===== config.mk =====
export PLATFORM = sky130hd
export DESIGN_NAME = microcode_sequencer
export DESIGN_NICKNAME = d
export VERILOG_FILES = /design/src/rtl/sap1_pkg.sv /design/src/rtl/microcode_rom.sv /design/src/rtl/microcode_sequencer.sv
export SDC_FILE = /design/constraint.sdc
export NUM_CORES = 1
export LEC_CHECK = 0
export ABC_AREA = 1
export BUFFER_PORTS_ARGS = -buffer_cell sky130_fd_sc_hd__buf_2
export CORE_UTILIZATION = 49
export CTS_BUF_LIST = sky130_fd_sc_hd__clkbuf_8 sky130_fd_sc_hd__clkbuf_16
export CTS_CLUSTER_DIAMETER = 40
export DETAILED_ROUTE_END_ITERATION = 16
export PLACE_DENSITY_LB_ADDON = 0.3
export SLEW_MARGIN = 20
export SYNTH_ARGS = -nofsm -noshare
export SYNTH_HDL_FRONTEND = slang
export SYNTH_HIERARCHICAL = 1
export SYNTH_SLANG_ARGS = --single-unit

===== constraint.sdc =====
create_clock -name i_clk -period 2.1 [get_ports i_clk]
set_input_delay 0.525 -clock i_clk [delete_from_list [all_inputs] [get_ports i_clk]]
set_output_delay 0.525 -clock i_clk [all_outputs]
set_load 0.005 [all_outputs]

===== src/rtl/sap1_pkg.sv =====
// Shared SAP-1 definitions: control-word bit layout, opcodes and sequencer states.
package sap1_pkg;

  localparam int CONTROL_WORD_WIDTH = 17;

  typedef logic [CONTROL_WORD_WIDTH-1:0] control_word_t;

  localparam control_word_t c_HLT = control_word_t'(1) << 16;
  localparam control_word_t c_MI  = control_word_t'(1) << 15;
  localparam control_word_t c_RI  = control_word_t'(1) << 14;
  localparam control_word_t c_RO  = control_word_t'(1) << 13;
  localparam control_word_t c_IO  = control_word_t'(1) << 12;
  localparam control_word_t c_II  = control_word_t'(1) << 11;
  localparam control_word_t c_AI  = control_word_t'(1) << 10;
  localparam control_word_t c_AO  = control_word_t'(1) << 9;
  localparam control_word_t c_SO  = control_word_t'(1) << 8;
  localparam control_word_t c_SU  = control_word_t'(1) << 7;
  localparam control_word_t c_BI  = control_word_t'(1) << 6;
  localparam control_word_t c_OI  = control_word_t'(1) << 5;
  localparam control_word_t c_CE  = control_word_t'(1) << 4;
  localparam control_word_t c_CO  = control_word_t'(1) << 3;
  localparam control_word_t c_J   = control_word_t'(1) << 2;
  localparam control_word_t c_EL  = control_word_t'(1) << 1;
  localparam control_word_t c_ADV = control_word_t'(1);

  localparam logic [3:0] OP_LDA  = 4'h1;
  localparam logic [3:0] OP_ADD  = 4'h2;
  localparam logic [3:0] OP_SUB  = 4'h3;
  localparam logic [3:0] OP_LDI  = 4'h4;
  localparam logic [3:0] OP_ADDI = 4'h5;
  localparam logic [3:0] OP_SUBI = 4'h6;
  localparam logic [3:0] OP_STA  = 4'h7;
  localparam logic [3:0] OP_JMP  = 4'h8;
  localparam logic [3:0] OP_JIZ  = 4'h9;
  localparam logic [3:0] OP_JIC  = 4'hA;
  localparam logic [3:0] OP_JIO  = 4'hB;
  localparam logic [3:0] OP_OUT  = 4'hE;
  localparam logic [3:0] OP_HLT  = 4'hF;

  typedef enum logic [1:0] {
    ST_RUN    = 2'd0,
    ST_HALTED = 2'd1,
    ST_TRAP   = 2'd2
  } seq_state_t;

endpackage


===== src/rtl/microcode_rom.sv =====
// Combinational microcode table: (opcode, step, latched flags) -> control word.
// Unimplemented opcodes yield an all-zero word past fetch with implemented = 0.
module microcode_rom
  import sap1_pkg::*;
#(
  parameter int INSTRUCTION_WIDTH = 4,
  parameter int STEP_WIDTH        = 3
) (
  input  logic [INSTRUCTION_WIDTH-1:0] opcode,
  input  logic [STEP_WIDTH-1:0]        step,
  input  logic                         zero,
  input  logic                         carry,
  input  logic                         odd,
  output control_word_t                word,
  output logic                         implemented
);

  logic [3:0]  op4;
  logic        high_ok;
  logic [31:0] s;

  assign op4 = opcode[3:0];
  assign s   = 32'(step);

  // Opcodes with any bit above the classic 4-bit field set are never implemented
  if (INSTRUCTION_WIDTH > 4) begin : g_wide
    assign high_ok = ~|opcode[INSTRUCTION_WIDTH-1:4];
  end else begin : g_narrow
    assign high_ok = 1'b1;
  end

  // Fetch is opcode-independent; decode steps start at 2
  always_comb begin
    word        = '0;
    implemented = 1'b0;
    case (op4)
      OP_LDA, OP_ADD, OP_SUB, OP_LDI, OP_ADDI, OP_SUBI, OP_STA,
      OP_JMP, OP_JIZ, OP_JIC, OP_JIO, OP_OUT, OP_HLT: implemented = high_ok;
      default: implemented = 1'b0;
    endcase

    if (s == 0) begin
      word = c_MI | c_CO;
    end else if (s == 1) begin
      word = c_RO | c_II | c_CE;
    end else if (implemented) begin
      case (op4)
        OP_LDA: case (s)
          2: word = c_IO | c_MI;
          3: word = c_RO | c_AI | c_ADV;
          default: word = '0;
        endcase
        OP_ADD: case (s)
          2: word = c_IO | c_MI;
          3: word = c_RO | c_BI;
          4: word = c_SO | c_AI | c_EL | c_ADV;
          default: word = '0;
        endcase
        OP_SUB: case (s)
          2: word = c_IO | c_MI;
          3: word = c_RO | c_BI;
          4: word = c_SO | c_SU | c_AI | c_EL | c_ADV;
          default: word = '0;
        endcase
        OP_LDI:  word = (s == 2) ? (c_IO | c_AI | c_ADV) : '0;
        OP_ADDI: case (s)
          2: word = c_IO | c_BI;
          3: word = c_SO | c_AI | c_EL | c_ADV;
          default: word = '0;
        endcase
        OP_SUBI: case (s)
          2: word = c_IO | c_BI;
          3: word = c_SO | c_SU | c_AI | c_EL | c_ADV;
          default: word = '0;
        endcase
        OP_STA: case (s)
          2: word = c_IO | c_MI;
          3: word = c_AO | c_RI | c_ADV;
          default: word = '0;
        endcase
        OP_JMP: word = (s == 2) ? (c_IO | c_J | c_ADV) : '0;
        OP_JIZ: word = (s == 2) ? (zero  ? (c_IO | c_J | c_ADV) : c_ADV) : '0;
        OP_JIC: word = (s == 2) ? (carry ? (c_IO | c_J | c_ADV) : c_ADV) : '0;
        OP_JIO: word = (s == 2) ? (odd   ? (c_IO | c_J | c_ADV) : c_ADV) : '0;
        OP_OUT: word = (s == 2) ? (c_AO | c_OI | c_ADV) : '0;
        OP_HLT: word = (s == 2) ? (c_HLT | c_ADV) : '0;
        default: word = '0;
      endcase
    end
  end

endmodule


===== src/rtl/microcode_sequencer.sv =====
// SAP-1 microcode sequencer: step counter, latched ALU flags, RUN/HALTED/TRAP state.
// Optional build macro SAP1_ILLEGAL_TRAP_EN: unimplemented opcodes and step
// overflow trap (sticky o_illegal) instead of executing as NOP / forced advance.
module microcode_sequencer
  import sap1_pkg::*;
#(
  parameter int INSTRUCTION_WIDTH = 4,
  parameter int INSTRUCTION_STEPS = 8,
  parameter int STEP_WIDTH        = $clog2(INSTRUCTION_STEPS)
) (
  input  logic                          i_clk,
  input  logic                          i_rst_n,
  input  logic [INSTRUCTION_WIDTH-1:0]  i_instruction,
  input  logic                          i_zero,
  input  logic                          i_carry,
  input  logic                          i_odd,
  input  logic                          i_stall,
  input  logic                          i_resume,
  output logic [CONTROL_WORD_WIDTH-1:0] o_control_word,
  output logic [STEP_WIDTH-1:0]         o_step,
  output logic                          o_halted,
  output logic                          o_illegal
);

  seq_state_t            state;
  logic [STEP_WIDTH-1:0] step;
  logic                  flag_zero, flag_carry, flag_odd;
  control_word_t         rom_word, run_word, word;
  logic                  implemented, step_two, last_step, enter_trap;

  microcode_rom #(
    .INSTRUCTION_WIDTH(INSTRUCTION_WIDTH),
    .STEP_WIDTH       (STEP_WIDTH)
  ) u_rom (
    .opcode     (i_instruction),
    .step       (step),
    .zero       (flag_zero),
    .carry      (flag_carry),
    .odd        (flag_odd),
    .word       (rom_word),
    .implemented(implemented)
  );

  assign step_two  = (step == STEP_WIDTH'(2));
  assign last_step = (step == STEP_WIDTH'(INSTRUCTION_STEPS - 1));

`ifdef SAP1_ILLEGAL_TRAP_EN
  // ROM already gives 0 past fetch for unimplemented opcodes; trap on decode or overflow
  assign enter_trap = (step_two && !implemented) || (last_step && !(|(rom_word & c_ADV)));
  assign run_word   = rom_word;
  assign o_illegal  = (state == ST_TRAP);
`else
  // Unimplemented opcode becomes a one-step NOP; a sequence running off the end is forced home
  logic _unused_last;
  assign _unused_last = 1'b0;
  assign enter_trap   = 1'b0;
  always_comb begin
    run_word = rom_word;
    if (step_two && !implemented) run_word = c_ADV;
    if (last_step) run_word = run_word | c_ADV;
  end
  assign o_illegal = 1'b0;
`endif

  // Only RUN drives a live word; HALTED and TRAP output all zeros
  always_comb begin
    word = '0;
    if (state == ST_RUN) word = run_word;
  end

  assign o_control_word = word;
  assign o_step         = step;
  assign o_halted       = (state == ST_HALTED);

  // State, step and flag registers; a stall freezes all of them
  always_ff @(posedge i_clk or negedge i_rst_n) begin
    if (!i_rst_n) begin
      state      <= ST_RUN;
      step       <= '0;
      flag_zero  <= 1'b0;
      flag_carry <= 1'b0;
      flag_odd   <= 1'b0;
    end else if (!i_stall) begin
      case (state)
        ST_RUN: begin
          if (|(word & c_EL)) begin
            flag_zero  <= i_zero;
            flag_carry <= i_carry;
            flag_odd   <= i_odd;
          end
          if (enter_trap) begin
            state <= ST_TRAP;
          end else if (|(word & c_HLT)) begin
            state <= ST_HALTED;
            step  <= '0;
          end else if (|(word & c_ADV)) begin
            step <= '0;
          end else begin
            step <= step + STEP_WIDTH'(1);
          end
        end
        ST_HALTED: begin
          if (i_resume) begin
            state <= ST_RUN;
            step  <= '0;
          end
        end
        default: begin
        end
      endcase
    end
  end

endmodule


-- Word level (Yosys, flattened, before mapping)
Memory sizes are Yosys's and may differ from the RTL's.
Index checks and enable logic that the tools add are counted.
- reduce and logical (&&, ||, !) cells: 8
- bitwise gates (word level): 1
- eq/ne operators: 21
- muxes and demuxes: 30
- add/subtract/negate cells: 1
- operators by type and width (cell ; number):
    one-hot mux 17 bit (13 select lines) ; 1
    two-way mux 17 bit ; 9
    one-hot mux 16 bit (3 select lines) ; 2
    two-way mux 13 bit ; 5
    one-hot mux 16 bit (2 select lines) ; 2
    one-hot mux 13 bit (2 select lines) ; 2
    zero test 32 bit ; 1
    == test 4 bit (second input constant) ; 6
    == test 4 x 3 -> 1 bit (second input constant) ; 4
    two-way mux 10 bit ; 1
    two-way mux 3 bit ; 3
    == test 4 x 2 -> 1 bit (second input constant) ; 2
    == test 3 x 2 -> 1 bit (second input constant) ; 2
    == test 3 bit (second input constant) ; 2
    one-hot mux 3 bit (2 select lines) ; 1
    AND reduction 3 bit ; 2
    == test 4 x 1 -> 1 bit (second input constant) ; 1
    two-way mux 2 bit ; 2
    != test 2 bit (second input constant) ; 2
    one-hot mux 2 bit (2 select lines) ; 1
    AND reduction 4 bit ; 1
    adder 3 x 1 -> 3 bit (second input constant) ; 1
    == test 3 x 1 -> 1 bit (second input constant) ; 1
    == test 2 x 1 -> 1 bit (second input constant) ; 1
    6 further kinds ; 6
- bits in registers: 8
- memory bits (read-only): 16
- bits of input ports: 11
- output and inout port bits: 22
- memories: 1
- memory list (memory ; words ; width ; rd ports ; clocked after Yosys merged registers in ; write ports ; RTL line ; RTL):
    (name not given) ; 16 ; 1 ; 1 ; 0 ; 0 ; microcode_rom.sv:36 ; case (op4)

-- Depth between registers and ports, before layout
- word-level depth: 12
- gate-level depth with buffers: 12

-- Cells and area by module
Netlist, hierarchy kept.
- modules (own cells, without submodules) (module ; cells an instance ; sequential area each (sq um) ; instances ; area each (sq um)):
    microcode_sequencer ; 90 ; 175.2 ; 1 ; 564.3
    microcode_rom ; 68 ; 0.0 ; 1 ; 345.3

-- Worst setup path after synthesis
OpenSTA, ideal clock, no wires.
- path kind: input port to output port
- from: in i_instruction[2]
- to: out o_control_word[14]
- data required time: 1575 ps
- arrival: 1452 ps
- setup slack: 123 ps
- buffers on the path: 1
- stages on the path: 9
- cells stage by stage: nor2_1 -> inv_1 -> o21ai_0 -> nand2_1 -> inv_1 -> nand3_4 -> nand2_4 -> buf_6 -> nor2_1
- elaborated cells between the ends (all ways): 22
- RTL lines (what ; RTL line ; RTL):
    start: declaration ; microcode_sequencer.sv:13 ; input logic [INSTRUCTION_WIDTH-1:0] i_instruction,
    memory read (16 x 1 bit) * ; - ;
    named net implemented ; microcode_sequencer.sv:29 ; logic implemented, step_two, last_step, enter_trap;
    two-way mux 17 bit ; microcode_rom.sv:46 ; end else if (implemented) begin
    two-way mux 17 bit ; microcode_rom.sv:44 ; end else if (s == 1) begin
    two-way mux 17 bit ; microcode_rom.sv:42 ; if (s == 0) begin
    two-way mux 17 bit * ; microcode_sequencer.sv:59 ; if (step_two && !implemented) run_word = c_ADV;
    two-way mux 17 bit * ; microcode_sequencer.sv:68 ; if (state == ST_RUN) word = run_word;
    end: declaration ; microcode_sequencer.sv:19 ; output logic [CONTROL_WORD_WIDTH-1:0] o_control_word,
Mark *: on every way through the listed nets, which the timed path passes. The rest lies on a longest branch.

-- Final worst setup path
- from: reg step[2], in the netlist o_step[2]
- to: out o_control_word[1]
- cells in the longest elaborated chain, start to end: 8
- elaborated cells between the ends (all ways): 19
- ends and longest elaborated chain (what ; RTL line ; RTL):
    start: declaration ; microcode_sequencer.sv:26 ; logic [STEP_WIDTH-1:0] step;
    start signal: assignment ; microcode_sequencer.sv:99 ; step <= step + STEP_WIDTH'(1);
    == test 3 bit, or another cell as far along ; microcode_rom.sv:53, microcode_rom.sv:59 ;
    one-hot mux 16 bit (3 select lines), or another cell as far along ; microcode_rom.sv:59 ; OP_SUB: case (s)
    one-hot mux 17 bit (13 select lines) ; microcode_rom.sv:47 ; case (op4)
    two-way mux 17 bit ; microcode_rom.sv:46 ;
    two-way mux 17 bit ; microcode_rom.sv:44 ;
    two-way mux 17 bit * ; microcode_rom.sv:42 ;
    named net rom_word[1] ; microcode_sequencer.sv:28 ; control_word_t rom_word, run_word, word;
    two-way mux 17 bit * ; microcode_sequencer.sv:59 ;
    two-way mux 17 bit * ; microcode_sequencer.sv:68 ;
Marked as above.

==> key figures <==
Clock network
  • CTS tree: yes
  • CTS root buf: clkbuf_8
  • Clock sink count: 7
  • Inserted Clock Buffers: 3
  • Clk Latency, worst-skew pair: around 0.22 ns
  • Max H-tree Level: 1
  • Reg clk slew, reported paths: 0.04 ns
  • Hold buffers post-CTS: 0
  • CTS max path bufs: 2

Yosys
  • Syn nets: 172
  • Unique masters post-synth: 24
  • Register bit total from synthesis: 7
  • Ranking of synthesized cells by area: dfrtp_1 19%, inv_1 15%, nand2_1 14%
  • Sequential share of the synthesized area: 19.26%
  • Mapped Area: around 910 um2
  • Synth warn: 6
  • Syn Area/Cell: about 5.8 um2
  • Area leader, netlist: dfrtp_1
  • Post-Syn Instances: 158
  • Post-synth top area share: 19.26%

Placed design
  • GPL Wtd Cong: 0.8969
  • IO buf count: 31
  • Placed cell areas: 1152 um2
  • Placed wire-length estimate: 1780 um
  • Pre-CTS WS: -0.05225 ns

Setup path
  • FF-to-FF Start: o_step[2]$_DFFE_PN0P_
  • Worst Setup End Kind: output pin
  • Reg2Reg Setup Slack: between 0.3 and 0.4 ns
  • Crit path arrival time: between 1.5 and 2 ns
  • WP data required: 1.57 ns
  • Worst setup path class: reg -> out
  • CP Depth: 9
  • R2R depth: 10
  • Crit start category: flop
  • Max Fanout on Critical Path: 5
  • RR Endpoint: flag_zero$_DFFE_PN0P_
  • CP max stage cell: dfrtp_1
  • CP max stage delay: 0.43 ns
  • Worst path cell trace: buf_6, nor2_4, nand3_2, nand3_2, inv_1, nor2_1, nand2_1, inv_1, buf_2
  • Crit path buffers/inverters: 4
  • CP top delay family: simple AND/OR/NAND/NOR gates

Drt
  • DRC: 0
  • Routed Antenna Nets: 0
  • DRT iter0 DRCs: 38
  • 1st-pass router iterations: 6
  • Drt via density: 4.897
  • WL/cell: 11.40 um
  • Via count: around 1100
  • WL final: between 2000 and 3000 um

Timing
  • Worst Slack Setup Final: -0.04960 ns
  • Hold Vio Cnt, Final: 0
  • Tmin final: 2.150 ns
  • Maximum clock rate: 465.2 MHz
  • Final Hold Slack: between 0.1 and 0.15 ns
  • Clock Skew: 0.0008127 ns
  • Slew Viols, Final: 0
  • Unrepaired setup endpoints after global routing: yes
  • Final setup vio count: 2
  • Tcrit/Tclk final: 102.4%
  • Final setup TNS: -0.09031 ns

Pwr
  • Pwr Density: 878.5 nW/um2
  • Leak Pwr: around 0.8 nW
  • Net Sw Frac: ~44%
  • Net switching power: about 0.00052 W
  • Logic gate share of total power: 65.0%
  • Internal power: 0.0006661 W
  • Reg power frac: 20.0%
  • Clock power share: 15.0%
  • VDD IR max: approximately 0.76 mV

Global routing
  • Gr ovfl total: 0
  • First-pass GRT wire length: between 3000 and 4000 um
  • Initial antenna violation count: 0
  • Vias in the first global route: between 800 and 900
  • Pin count of the biggest net entering global routing: 9
  • GRT Util Overall: 23.22%

Worst hold path
  • Hold Crit Class: in -> async

Finish
  • Commonest non-fill, non-tap cell in the layout: inv_1
  • Share of layout cells above drive strength 1: between 40% and 50%
  • Finished Core Util: 78.26%
  • Post-Layout Inst Area: 1351 um2
  • Area Growth Syn to Fin: 48.56%
  • Leading cell types in the layout, fill and taps excluded: 34 x inv_1, 33 x nand2_1, 31 x buf_2, 25 x nor2_1, 14 x buf_4
  • Diodes inserted: 0
  • Final nets: about 220

Floorplanning
  • Die area: 2033 um2
  • Starting Density: 52.68%
  • I/O pin count: 33
  • Core outline area: 1727 um2
  • Die X: 45.09 um
  • Die extent in y: 45.09 um
  • Rows: 15

Outcome
  • Outcome: finished with violations
  • Failing checks: negative setup slack

Flow run
  • Max-Cap Viols: 0
-- metrics by stage --
step	cells	total power [W]
after global placement	222	0.0008373
after global routing	232	0.001279
after floorplan	158	0.0006338
after CTS	231	0.001116
final	232	0.001187
after detailed placement	222	0.0008578
-- cells in the mapped netlist --
library cell and instances:
o31ai_1 1, nand3_2 2, inv_1 37, nand2_4 2, nor2_1 30, inv_2 1, a21oi_1 2, nor2_4 1
nor2_2 3, buf_4 3, dfrtp_1 7, buf_6 1, nor3b_2 1, o21ai_0 2, nand4_1 1, nand3_4 1
conb_1 1, nand3_1 15, ha_1 3, nand3b_1 2, o21ai_1 4, nor3_1 2, nand2_1 35, nor3_4 1
-- cell families after synthesis --
kind of cell               after synthesis  share of synthesized area, %
other                                    1                        0.4123
DFF                                      7                         19.26
buffers and inverters                   42                         19.39
and+or+nand+nor                         96                         51.58
AOI/OAI and AO/OA                        9                         5.227
adders and majority gates                3                         4.127
-- power by group through the flow --
stage          combinational (W)  sequential (W)  clock, W
3_3_place_gp            0.000596        0.000241         0
3_5_place_dp            0.000615        0.000243         0
5_1_grt                 0.000846        0.000242  0.000190
6_report                0.000772        0.000237  0.000178
4_1_cts                 0.000705        0.000227  0.000183
2_1_floorplan           0.000380        0.000254         0
-- sequential cells by signal, indices dropped and copies added, names as in the netlist --
register	count
flag_carry	1
flag_odd	1
flag_zero	1
o_step	3
state	1
-- how the worst max path moves through the flow --
stage / from / to / slack (ns)
6_report: o_step[2]$_DFFE_PN0P_ / o_control_word[1] / -0.05
5_1_grt: o_step[2]$_DFFE_PN0P_ / o_control_word[0] / -0.14
4_1_cts: o_step[2]$_DFFE_PN0P_ / o_control_word[0] / -0.01
3_5_place_dp: i_instruction[1] / o_control_word[0] / -0.05
3_3_place_gp: i_instruction[1] / o_control_word[0] / -0.007
2_1_floorplan: i_instruction[2] / o_control_word[14] / 0.12
-- layout make-up --
cell class | instances | area, um2
repair buffers | 48 | 294.0
flip-flops and latches | 7 | 177.7
well taps | 25 | 31.28
multi-input cells | 110 | 660.6
clock buffers | 3 | 41.29
fillers | 135 | 375.4
clock inverters | 1 | 3.754
inverters | 38 | 142.6
-- layer usage --
layer	GRT usage (%)	part of all wire, %
met3	2.000	4.5
met4	10.30	2.6
met2	41.16	51
met5	0	0
met1	28.39	42
-- worst register-to-register path, stage by stage, from the launching register on --
cell	delay, ns
dfrtp_1	0.43
buf_6	0.15
nor2_4	0.20
nand3_2	0.14
nand3_2	0.11
inv_1	0.05
nor2_1	0.12
buf_4	0.14
nand3_2	0.13
nand2_1	0.10
o21ai_1	0.06
-- timing repair --
item	in CTS	in global routing
cloned	1	0
buffers inserted	4	1
resized for setup	9	22
pin swaps	3	8
setup endpoints to repair	17	17
No activity file was read; power rests on OpenSTA's default activity.
